**src/rtl/mult_share_arbiter.sv**
```systemverilog
// Two requesters share one registered 4x4 multiplier through an IDLE/MUL/HOLD FSM.
// Optional build macro MULT_ARB_ROUND_ROBIN_EN selects round-robin tie-breaking (default: req0 priority).

module fourbit_multiplier (
  input  logic [3:0] a,
  input  logic [3:0] b,
  output logic [7:0] p
);
  assign p = {4'b0000, a} * {4'b0000, b};
endmodule

module mult_share_arbiter (
  input  logic       clk,
  input  logic       rst_n,
  input  logic       req0,
  input  logic [3:0] a0,
  input  logic [3:0] b0,
  output logic       gnt0,
  input  logic       req1,
  input  logic [3:0] a1,
  input  logic [3:0] b1,
  output logic       gnt1,
  output logic [7:0] out,
  output logic       out_valid,
  output logic       out_id,
  input  logic       out_ready,
  output logic [1:0] fsm_state
);

  // Handshake: a requester holds reqN until it sees a one-cycle gntN pulse, at which point its
  // operands are already captured. out is offered while out_valid=1 and consumed on a cycle
  // where out_ready=1; out and out_id stay put until the next result replaces them.

  typedef enum logic [1:0] {
    IDLE = 2'd0,
    MUL  = 2'd1,
    HOLD = 2'd2
  } state_t;

  state_t     state, state_d;
  logic       grant, load_out, clr_valid;
  logic       pick;
  logic       owner;
  logic [3:0] op_a, op_b;
  logic [7:0] prod;

  assign fsm_state = state;

  fourbit_multiplier u_mul (
    .a (op_a),
    .b (op_b),
    .p (prod)
  );

`ifdef MULT_ARB_ROUND_ROBIN_EN
  logic last_owner;

  // On a tie the requester that was not served last wins.
  assign pick = req1 & (~req0 | ~last_owner);

  always_ff @(posedge clk or negedge rst_n) begin
    if (!rst_n) begin
      last_owner <= 1'b1;
    end else if (grant) begin
      last_owner <= pick;
    end
  end
`else
  assign pick = req1 & ~req0;
`endif

  always_comb begin
    state_d   = state;
    grant     = 1'b0;
    load_out  = 1'b0;
    clr_valid = 1'b0;
    case (state)
      IDLE: begin
        if (req0 | req1) begin
          grant   = 1'b1;
          state_d = MUL;
        end
      end
      MUL: begin
        load_out = 1'b1;
        state_d  = HOLD;
      end
      HOLD: begin
        if (out_ready) begin
          clr_valid = 1'b1;
          state_d   = IDLE;
        end
      end
      default: state_d = IDLE;
    endcase
  end

  always_ff @(posedge clk or negedge rst_n) begin
    if (!rst_n) begin
      state     <= IDLE;
      gnt0      <= 1'b0;
      gnt1      <= 1'b0;
      op_a      <= 4'h0;
      op_b      <= 4'h0;
      owner     <= 1'b0;
      out       <= 8'h00;
      out_valid <= 1'b0;
      out_id    <= 1'b0;
    end else begin
      state <= state_d;
      gnt0  <= grant & ~pick;
      gnt1  <= grant & pick;
      if (grant) begin
        op_a  <= pick ? a1 : a0;
        op_b  <= pick ? b1 : b0;
        owner <= pick;
      end
      if (load_out) begin
        out       <= prod;
        out_valid <= 1'b1;
        out_id    <= owner;
      end else if (clr_valid) begin
        out_valid <= 1'b0;
      end
    end
  end

endmodule
```
**config.mk**
```make
export PLATFORM = sky130hd
export DESIGN_NAME = mult_share_arbiter
export DESIGN_NICKNAME = d
export VERILOG_FILES = /design/src/rtl/mult_share_arbiter.sv
export SDC_FILE = /design/constraint.sdc
export NUM_CORES = 1
export LEC_CHECK = 0
export ABC_AREA = 1
export CORE_MARGIN = 5
export CORE_UTILIZATION = 29
export DETAILED_ROUTE_END_ITERATION = 8
export SYNTH_ARGS = -nofsm -noshare
export SYNTH_HDL_FRONTEND = slang
export SYNTH_SLANG_ARGS = --single-unit
export TNS_END_PERCENT = 50
```
**constraint.sdc**
```tcl
create_clock -name clk -period 3.48 [get_ports clk]
set_clock_uncertainty 0.05 [all_clocks]
set_input_delay 0.696 -clock clk [delete_from_list [all_inputs] [get_ports clk]]
set_output_delay 0.696 -clock clk [all_outputs]
set_load 0.05 [all_outputs]
```
==> impl_results.md, run 1 <==
* Status: complete, no violations
* Final hold vios at 0
* Maximum number of pins on one net before global-route repair at 24
* Cell count after synthesis at 165
* Die area at 6189 sq um
* Wire length per cell at 10.12 microns
* Register area share after synthesis at 42.09%
* Final WL at 2.600 mm
* Placed inst area at 1778 sq um
* Worst EP required at 3.60 ns
* Cell Pwr Density at 837.7 nW/um^2
* Setup TNS at 0 ns
* Met2 wire length at 1.154 mm
* Final Instance Area at 1827 sq um
* Cell total after placement at 253
* Post-Layout Cell Count at 257
* Max_cap viols at 0
* RSZ-0062 raised after global routing: false
* Vias per cell at 4.300
* Skew-Pair Late Insertion Delay at 0.27 ns
* # IOs at 35
* Min-Delay Path Depth at 2
* Rows at 25
* H-tree levels at 1
* CP max FO at 5
* Met3 routed WL at 145 microns
* YS warnings at 0
* Fill cell count at 491
* Hold wc startpoint: out[3]
* Final Total Pwr at 1.530 mW
* All-Layer GR Usage at 9.671%
* DR DRC count at 0
* Initial antenna violation count at 0
* Layout cells sized above 1 at 6.897%
* # Post-CTS Setup Buffers at 0
* Crit path launch: op_b[3]
* Initial Util at 29.34%
* Crit path kind: reg2reg
* Relative slew margins at 66.70%
* Minimum clock period at 2.649 ns
* Vias in the first global route at 1,146
* Drt first pass iters at 4
* DRT iter0 DRCs at 53
* Max layer used: met4
* Final cycle utilization of the critical path at 76.11%
* Mapped Area at 1368 sq um
* Die width at 78.67 microns
* Worst EP arrival at 2.76 ns
* Clk root buf: clkbuf_8
* M1 WL at 1.249 mm
* Post-CTS Hold Buffers at 0
* Congestion Overflow GR at 0
* Placer Congestion at 0.8019
* CTS clk-pin slew, worst paths at 0.08 ns
* CTS sink count at 23
* Mapped Nets at 202
* HP Class: reg2reg
* Area grow syn2layout at 33.58%
* Inserted Diodes at 0
* Total CTS buffers at 3
* Avg Cell Area, Syn at 8.288 sq um
* Netlist cell types at 19
* Post-DP HPWL at 2.110 mm
* R2r startpoint: op_b[3]
* Worst-case clock buffer depth at 2
* Die H at 78.67 microns
* CTS tree: done
* Critical Path Start Type: flop
* Via count at 1,105
* Leakage power at 1.006 nW
* VDD IR-drop max at 0.0002385 V
* Max Fclk at 377.6 MHz
* Core box area at 4661 sq um
* Worst Reg-to-Reg Cells at 11
* Port-buffer cells at 34
* Setup violations, final at 0
* Fin. max-slew vios at 0
* CTS-repair resized insts at 0
* Critical Path End Type: flop
* Yosys reg bits at 23
* Fin nets at 241
* First-pass GRT wire length at 4.809 mm
* ANT nets after route at 0
* Worst Max-Slew Pin Slew at 0.4980 ns
routing by layer:
| layer | track usage (%) | vias to the layer above |
|---|---|---|
| li1 | - | 589 |
| met1 | 12.32 | 483 |
| met2 | 15.79 | 27 |
| met3 | 1.950 | 6 |
| met4 | 4.196 | 0 |
| met5 | 0 | - |
through the flow:
stage          hold slack (ns)  setup WS (ns)  utilization, %
6_report                0.4229         0.8315           39.19
5_1_grt                 0.4467         0.5530           39.19
4_1_cts                 0.4317         0.8144           39.19
3_5_place_dp            0.4098         0.8282           38.15
3_3_place_gp            0.4048         0.8747           38.15
2_1_floorplan           0.3504         0.9394               -
report_power, final:
group	switching, mW	internal (mW)
clock	0.0907	0.0811
combinational	0.566	0.321
sequential	0.0951	0.376
total	0.752	0.778
cells in the final DEF, fill, tap and decap left out:
| master | Yosys | layout |
|---|---|---|
| a21oi_1 | 3 | 3 |
| a21oi_2 | 1 | 1 |
| a22oi_1 | 5 | 5 |
| buf_4 | 0 | 1 |
| bufinv_8 | 1 | 1 |
| clkbuf_8 | 0 | 3 |
| clkdlybuf4s50_1 | 0 | 34 |
| clkinvlp_4 | 0 | 1 |
| dfrtp_1 | 23 | 23 |
| fa_1 | 4 | 4 |
| ha_1 | 12 | 12 |
| inv_1 | 24 | 24 |
| inv_2 | 4 | 4 |
| nand2_1 | 64 | 64 |
| nand3_1 | 10 | 10 |
| nor2_1 | 3 | 3 |
| nor2_2 | 1 | 1 |
| nor2_4 | 1 | 1 |
| nor3_4 | 1 | 1 |
| o21ai_0 | 3 | 3 |
| o21ai_1 | 3 | 3 |
| o21bai_1 | 1 | 1 |
kinds of logic (layout without fill, tap and decap cells):
logic type | Yosys count | in the layout | share of synthesized area [%]
AND/OR/NAND/NOR | 80 | 80 | 24.52
buffers and inverters | 30 | 68 | 9.332
flip-flops | 23 | 23 | 42.09
adder cells (fa/ha/maj) | 16 | 16 | 16.83
AO/OA/AOI/OAI | 16 | 16 | 7.227
flip-flops by register name, summed over array words and instances (netlist names):
register,flops
out_id,1
out,8
fsm_state,2
gnt0,1
op_a,4
op_b,4
out_valid,1
owner,1
gnt1,1
Yosys cell counts:
master / count / share of area (%)
a21oi_1: 3 / 1.1
nand3_1: 10 / 3.7
nor2_1: 3 / 0.82
inv_2: 4 / 1.1
dfrtp_1: 23 / 42
ha_1: 12 / 11
nand2_1: 64 / 18
nor2_2: 1 / 0.46
nor2_4: 1 / 0.82
bufinv_8: 1 / 1.3
inv_1: 24 / 6.6
o21ai_1: 3 / 1.1
o21ai_0: 3 / 1.1
buf_2: 1 / 0.37
nor3_4: 1 / 1.2
fa_1: 4 / 5.9
a21oi_2: 1 / 0.64
a22oi_1: 5 / 2.7
o21bai_1: 1 / 0.55
worst paths after layout:
| kind | slack (ns) | end |
|---|---|---|
| min reg2reg | 0.42 | out[3] |
| min in group asynchronous | 0.73 | out[5] |
| max in group asynchronous | 2.43 | op_b[3] |
| max | 0.83 | out[6] |
| min | 0.42 | out[3] |
| max reg2reg | 0.83 | out[6] |
worst max-delay path: stages (launching register included):
cell,delay [ns]
dfrtp_1,0.41
nand2_1,0.10
fa_1,0.53
inv_1,0.05
fa_1,0.52
fa_1,0.45
nand2_1,0.09
a21oi_1,0.08
nor2_1,0.08
nand2_1,0.05
nand3_1,0.08
nand2_1,0.05
area by class of cell:
class	count	area [sq um]	area share, %
Multi-Input combinational cell	112	664.4	36.37
Sequential cell	23	575.6	31.51
Timing Repair Buffer	35	347.8	19.04
Inverter	29	122.6	6.712
Tap cell	54	67.56	3.699
Clock buffer	3	41.29	2.260
Clock inverter	1	7.507	0.4110
Power figures use the tool's default switching activity.
==> run 2: changes to the inputs <==
==> constraint.sdc (replaced) <==
create_clock -name clk -period 2.3 [get_ports clk]
set_clock_uncertainty 0.05 [all_clocks]
set_input_delay 0.46 -clock clk [delete_from_list [all_inputs] [get_ports clk]]
set_output_delay 0.46 -clock clk [all_outputs]
set_load 0.05 [all_outputs]
==> run 2 against run 1 <==
  * The flow now finishes with violations (negative setup slack)
  * First-iteration DRC count fell by 1.9%
  * Non-clock buffer count increased by 11
  * Global-route usage rose by 0.98 points
  * Clock-buffer cell count is the same
  * Largest power group unchanged
  * Highest routed layer unchanged
==> impl_results.md, run 2 (synthesis gave the netlist of run 1 again) <==
* Status: finished, violations left (was complete, no violations)
* Violated checks: negative setup slack
* Final Total Pwr at 2.557 mW (was 1.530 mW)
* Critical Path Start Type: flop (unchanged)
* Met3 Usage GRT at 1.835% (was 1.950%)
* Congestion Overflow GR at 0 (unchanged)
* Setup WS pre-CTS at -0.1278 ns (was 0.8282 ns)
* Reg with most FFs: out (unchanged)
* Port-buffer cells at 34 (unchanged)
* Critical path, cell by cell: nand2_2, fa_1, inv_1, fa_1, fa_2, nand2_2, a21oi_2, nor2_1, nand2_1, nand3_1, nand2_1 (was nand2_1, fa_1, inv_1, fa_1, fa_1, nand2_1, a21oi_1, nor2_1, nand2_1, nand3_1, nand2_1)
* Final hold vios at 0 (unchanged)
* Worst EP arrival at 2.56 ns (was 2.76 ns)
* Worst-case clock buffer depth at 2 (unchanged)
* Post-Layout Cell Count at 268 (was 257)
* CP delay by family, top: adder cells (unchanged)
* Total CTS buffers at 3 (unchanged)
* ANT nets after route at 0 (unchanged)
* Most frequent cells in the layout: nand2_1, clkdlybuf4s50_1, inv_1 (unchanged)
* Initial Util at 29.34% (unchanged)
* Post-DP HPWL at 2.253 mm (was 2.110 mm)
* Fin nets at 252 (was 241)
* Relative slew margins at 66.71% (was 66.70%)
* Critical Path End Type: flop (unchanged)
* Initial antenna violation count at 0 (unchanged)
* Inserted Diodes at 0 (unchanged)
* # IOs at 35 (unchanged)
* Die width at 78.67 microns (unchanged)
* Maximum number of pins on one net before global-route repair at 24 (unchanged)
* M2 GR Usage at 18.08% (was 15.79%)
* Core box area at 4661 sq um (unchanged)
* DRT iter0 DRCs at 52 (was 53)
* Via count at 1,148 (was 1,105)
* All-Layer GR Usage at 10.65% (was 9.671%)
* Max Fclk at 410.0 MHz (was 377.6 MHz)
* HP Class: reg2reg (unchanged)
* Max_cap viols at 0 (unchanged)
* Rows at 25 (unchanged)
* Most used routing layer: met2 (unchanged)
* CTS tree: done (unchanged)
* Wire length per cell at 10.94 microns (was 10.12 microns)
* VDD IR-drop max at 0.0003798 V (was 0.0002385 V)
* Vias in the first global route at 1,210 (was 1,146)
* Met1 Use GR at 13.14% (was 12.32%)
* First-pass GRT wire length at 5.292 mm (was 4.809 mm)
* Setup ws final at -0.1393 ns (was 0.8315 ns)
* Fin. max-slew vios at 0 (unchanged)
* Setup TNS at -0.2779 ns (was 0 ns)
* Cell total after placement at 261 (was 253)
* Commonest non-fill, non-tap cell in the layout: nand2_1 (unchanged)
* Cell Pwr Density at 1312 nW/um^2 (was 837.7 nW/um^2)
* Worst EP required at 2.42 ns (was 3.60 ns)
* Fill cell count at 463 (was 491)
* Final WL at 2.932 mm (was 2.600 mm)
* Area grow syn2layout at 42.45% (was 33.58%)
* Minimum clock period at 2.439 ns (was 2.649 ns)
* Worst Max-Slew Pin Slew at 0.4978 ns (was 0.4980 ns)
* Layout cells sized above 1 at 16.36% (was 6.897%)
* RSZ-0062 raised after global routing: true (was false)
* Crit-path slowest cell: fa_1 (unchanged)
* Die area at 6189 sq um (unchanged)
* Hold slack final at 0.4295 ns (was 0.4229 ns)
* Skew-Pair Late Insertion Delay at 0.27 ns (about the same)
* H-tree levels at 1 (unchanged)
* Drt first pass iters at 4 (unchanged)
* Final core utilization at 41.80% (was 39.19%)
* Largest stage delay, worst path at 0.53 ns (about the same)
* Crit path kind: reg2reg (unchanged)
* Vias per cell at 4.284 (was 4.300)
* Largest register FFs at 8 (unchanged)
* Leakage power at 1.060 nW (was 1.006 nW)
* Clk root buf: clkbuf_8 (unchanged)
* CTS clk-pin slew, worst paths at 0.09 ns (was 0.08 ns)
* Worst path bufs/invs at 1 (unchanged)
* Final Instance Area at 1948 sq um (was 1827 sq um)
* Placer Congestion at 0.8018 (was 0.8019)
* CTS sink count at 23 (unchanged)
* Top flop regs: out x8, op_a x4, op_b x4 (unchanged)
* Final cycle utilization of the critical path at 106.1% (was 76.11%)
* Die H at 78.67 microns (unchanged)
* DR DRC count at 0 (unchanged)
* Setup violations, final at 4 (was 0)
* Placed inst area at 1841 sq um (was 1778 sq um)
* CP max FO at 2 (was 5)
## run 2: tightest hold or removal path, delay by kind of cell (launching register included)
family           cells  cell delay [ns]
flip-flops           1             0.35
AND/OR/NAND/NOR      2             0.09
## run 2: path summary, 6_finish.rpt
path                       startpoint      to  slack, ns  cells past startpoint
setup / recovery              op_b[3]  out[6]      -0.14                     11
hold / removal                 out[3]  out[3]       0.43                      2
setup reg to reg              op_b[3]  out[6]      -0.14                     11
hold reg to reg                out[3]  out[3]       0.43                      2
max in group asynchronous       rst_n    gnt1       1.48                      2
min in group asynchronous       rst_n  out[6]       0.49                      2
## run 2: power by group
group	switching, mW	leakage, nW	total, mW	internal (mW)
sequential	0.118	0.291	0.687	0.569
clock	0.143	0.0217	0.266	0.123
combinational	0.967	0.747	1.60	0.636
total	1.23	1.06	2.56	1.33
## run 2: area by class of cell
| type | instances | area (sq um) | share of cell area, % |
|---|---|---|---|
| multi-input cells | 112 | 703.2 | 36.10 |
| flip-flops and latches | 23 | 575.6 | 29.54 |
| repair buffers | 46 | 430.4 | 22.09 |
| inverters | 29 | 122.6 | 6.294 |
| well taps | 54 | 67.56 | 3.468 |
| clock buffers | 3 | 41.29 | 2.119 |
| clock inverters | 1 | 7.507 | 0.3854 |
## run 2: metal layers
layer | up-vias | part of all wire (%)
met5 | - | 0
li1 | 611 | -
met3 | 2 | 5.8
met2 | 26 | 46
met1 | 509 | 46
met4 | 0 | 1.2
## run 2: repair_timing
item,4_1_cts,5_1_grt
gates resized for setup,4,6
hold buffers,0,0
pin swaps,0,2
setup endpoints to repair,3,5
setup buffers,1,2
==> run 3: changes to the inputs <==
--- a/config.mk
+++ b/config.mk
@@ -9,6 +9,7 @@
 export CORE_MARGIN = 5
 export CORE_UTILIZATION = 29
 export DETAILED_ROUTE_END_ITERATION = 8
+export DONT_BUFFER_PORTS = 1
 export SYNTH_ARGS = -nofsm -noshare
 export SYNTH_HDL_FRONTEND = slang
 export SYNTH_SLANG_ARGS = --single-unit
==> run 3 against run 2 <==
  * The run still ends with negative setup slack left
  * Global-route usage decreased by 0.46 points
  * Wire length decreased by 3.2%
  * Total power shrank 8.0%
  * Critical path type unchanged
  * Clock power about the same
==> impl_results.md, run 3 (synthesis gave the netlist of run 1 again) <==
* Hold wc startpoint: req0 (was out[3])
* Minimum clock period at 2.395 ns (was 2.439 ns)
* Reg with most FFs: out (unchanged)
* DR DRC count at 0 (unchanged)
* Fin. max-slew vios at 0 (unchanged)
* Fin nets at 216 (was 252)
* DRT iter0 DRCs at 43 (was 52)
* Leakage power at 0.9270 nW (was 1.060 nW)
* M2 GR Usage at 17.32% (was 18.08%)
* Status: finished, violations left (unchanged)
* Setup ws final at -0.09492 ns (was -0.1393 ns)
* R2R setup slack at -0.09 ns (was -0.14 ns)
* Largest stage delay, worst path at 0.47 ns (was 0.53 ns)
* VDD IR-drop max at 0.0004434 V (was 0.0003798 V)
* Placed inst area at 1500 sq um (was 1841 sq um)
* Vias in the first global route at 1,136 (was 1,210)
* CTS tree: done (unchanged)
* Total CTS buffers at 3 (unchanged)
* Met1 Use GR at 12.21% (was 13.14%)
* Max_cap viols at 0 (unchanged)
* Congestion Overflow GR at 0 (unchanged)
* Worst-case clock buffer depth at 2 (unchanged)
* Largest register FFs at 8 (unchanged)
* Crit path kind: reg2reg (unchanged)
* Initial Util at 29.34% (unchanged)
* Commonest non-fill, non-tap cell in the layout: nand2_1 (unchanged)
* Most used routing layer: met2 (unchanged)
* Most frequent cells in the layout: nand2_1, inv_1, dfrtp_1 (was nand2_1, clkdlybuf4s50_1, inv_1)
* Final hold vios at 0 (unchanged)
* Post-Layout Cell Count at 232 (was 268)
* Skew-Pair Late Insertion Delay at 0.27 ns (about the same)
* Cell total after placement at 227 (was 261)
* Worst Max-Slew Pin Slew at 1.035 ns (was 0.4978 ns)
* Area grow syn2layout at 16.93% (was 42.45%)
* Critical path, cell by cell: buf_4, nand2_1, inv_1, fa_1, ha_1, ha_4, inv_1, nand2_1, nand3_2, nand2_1, nand2_1, nand3_1, nand2_1 (was nand2_2, fa_1, inv_1, fa_1, fa_2, nand2_2, a21oi_2, nor2_1, nand2_1, nand3_1, nand2_1)
* Die width at 78.67 microns (unchanged)
* Violated checks: negative setup slack (unchanged)
* Post-DP HPWL at 2.187 mm (was 2.253 mm)
* Worst EP arrival at 2.52 ns (was 2.56 ns)
* Cell repeated most along the worst path: nand2_1
* Vias per cell at 4.578 (was 4.284)
* Placer Congestion at 0.8061 (was 0.8018)
* Drt first pass iters at 4 (unchanged)
* First-pass GRT wire length at 4.988 mm (was 5.292 mm)
* Layout cells sized above 1 at 17.98% (was 16.36%)
* Die area at 6189 sq um (unchanged)
* ANT nets after route at 0 (unchanged)
* Worst Reg-to-Reg Cells at 13 (was 11)
* Final Total Pwr at 2.353 mW (was 2.557 mW)
* All-Layer GR Usage at 10.19% (was 10.65%)
* Setup TNS at -0.2078 ns (was -0.2779 ns)
* Die H at 78.67 microns (unchanged)
* Final Instance Area at 1599 sq um (was 1948 sq um)
* Rows at 25 (unchanged)
* Worst EP required at 2.42 ns (about the same)
* R2r startpoint: op_a[1] (was op_b[3])
* Maximum number of pins on one net before global-route repair at 24 (unchanged)
* CP max FO at 4 (was 2)
* Clk root buf: clkbuf_8 (unchanged)
* Top flop regs: out x8, op_a x4, op_b x4 (unchanged)
* H-tree levels at 1 (unchanged)
* Crit path launch: op_a[1] (was op_b[3])
* Inserted Diodes at 0 (unchanged)
* Final cycle utilization of the critical path at 104.1% (was 106.1%)
* Min-Delay Path Depth at 1 (was 2)
* Critical Path End Type: flop (unchanged)
* Wire length per cell at 12.23 microns (was 10.94 microns)
* Cell Pwr Density at 1471 nW/um^2 (was 1312 nW/um^2)
* Capturing point of the worst reg2reg path: out[7] (was out[6])
* CTS sink count at 23 (unchanged)
* # IOs at 35 (unchanged)
* Initial antenna violation count at 0 (unchanged)
* Via count at 1,062 (was 1,148)
* Final WL at 2.838 mm (was 2.932 mm)
* Worst Setup EP: out[7] (was out[6])
* Max Fclk at 417.6 MHz (was 410.0 MHz)
* HP Class: in2reg (was reg2reg)
* Final core utilization at 34.31% (was 41.80%)
* Crit-path slowest cell: fa_1 (unchanged)
* CTS clk-pin slew, worst paths at 0.09 ns (about the same)
* Port-buffer cells at 0 (was 34)
* Setup violations, final at 3 (was 4)
* Met3 Usage GRT at 2.523% (was 1.835%)
* Core box area at 4661 sq um (unchanged)
* Relative slew margins at 30.78% (was 66.71%)
* Critical Path Start Type: flop (unchanged)
* RSZ-0062 raised after global routing: true (unchanged)
-- run 3: how the worst min path moves through the flow --
stage	to	slack, ns
finish	gnt1	0.22
global route	gnt1	0.21
CTS	gnt1	0.22
detailed placement	out[5]	0.12
global placement	out[6]	0.12
floorplan	fsm_state[0]	0.11
-- run 3: worst max-delay path: cells and delay by family (launching register included) --
family	cells	cell delay, ns
adder cells (fa/ha/maj)	3	1.11
buffers and inverters	3	0.24
AND/OR/NAND/NOR	7	0.48
flip-flops	1	0.40
-- run 3: where the power goes --
part | internal [mW] | switching, mW
combinational | 0.456 | 0.635
clock | 0.123 | 0.146
sequential | 0.564 | 0.428
-- run 3: metal layers --
metal  vias to the layer above  share of wire, %
met5                         -                 0
met4                         0               2.1
met3                         4               5.4
met2                        24                45
met1                       493                47
li1                        541                 -
-- run 3: metrics by stage --
| step | hold WS (ns) | worst slack (ns) |
|---|---|---|
| finish | 0.2242 | -0.09492 |
| global route | 0.2139 | -0.3021 |
| CTS | 0.2176 | -0.1273 |
| detailed placement | 0.1153 | -0.1074 |
| global placement | 0.1153 | -0.1012 |
| floorplan | 0.1144 | -0.08548 |
-- run 3: cell type report --
cell class,instances,area (sq um)
clock buffers,3,41.29
clock inverters,1,7.507
fillers,488,3062
inverters,29,122.6
multi-input cells,112,706.9
flip-flops and latches,23,575.6
well taps,54,67.56
repair buffers,10,77.57
-- run 3: timing repair --
item                                    CTS  global route
pin swaps                                 0             2
hold buffers                              1             0
setup buffers                             0             0
cloned                                    0             0
resized for setup                         2             8
endpoints found under the setup margin    3             5
endpoints found under the hold margin    23             0
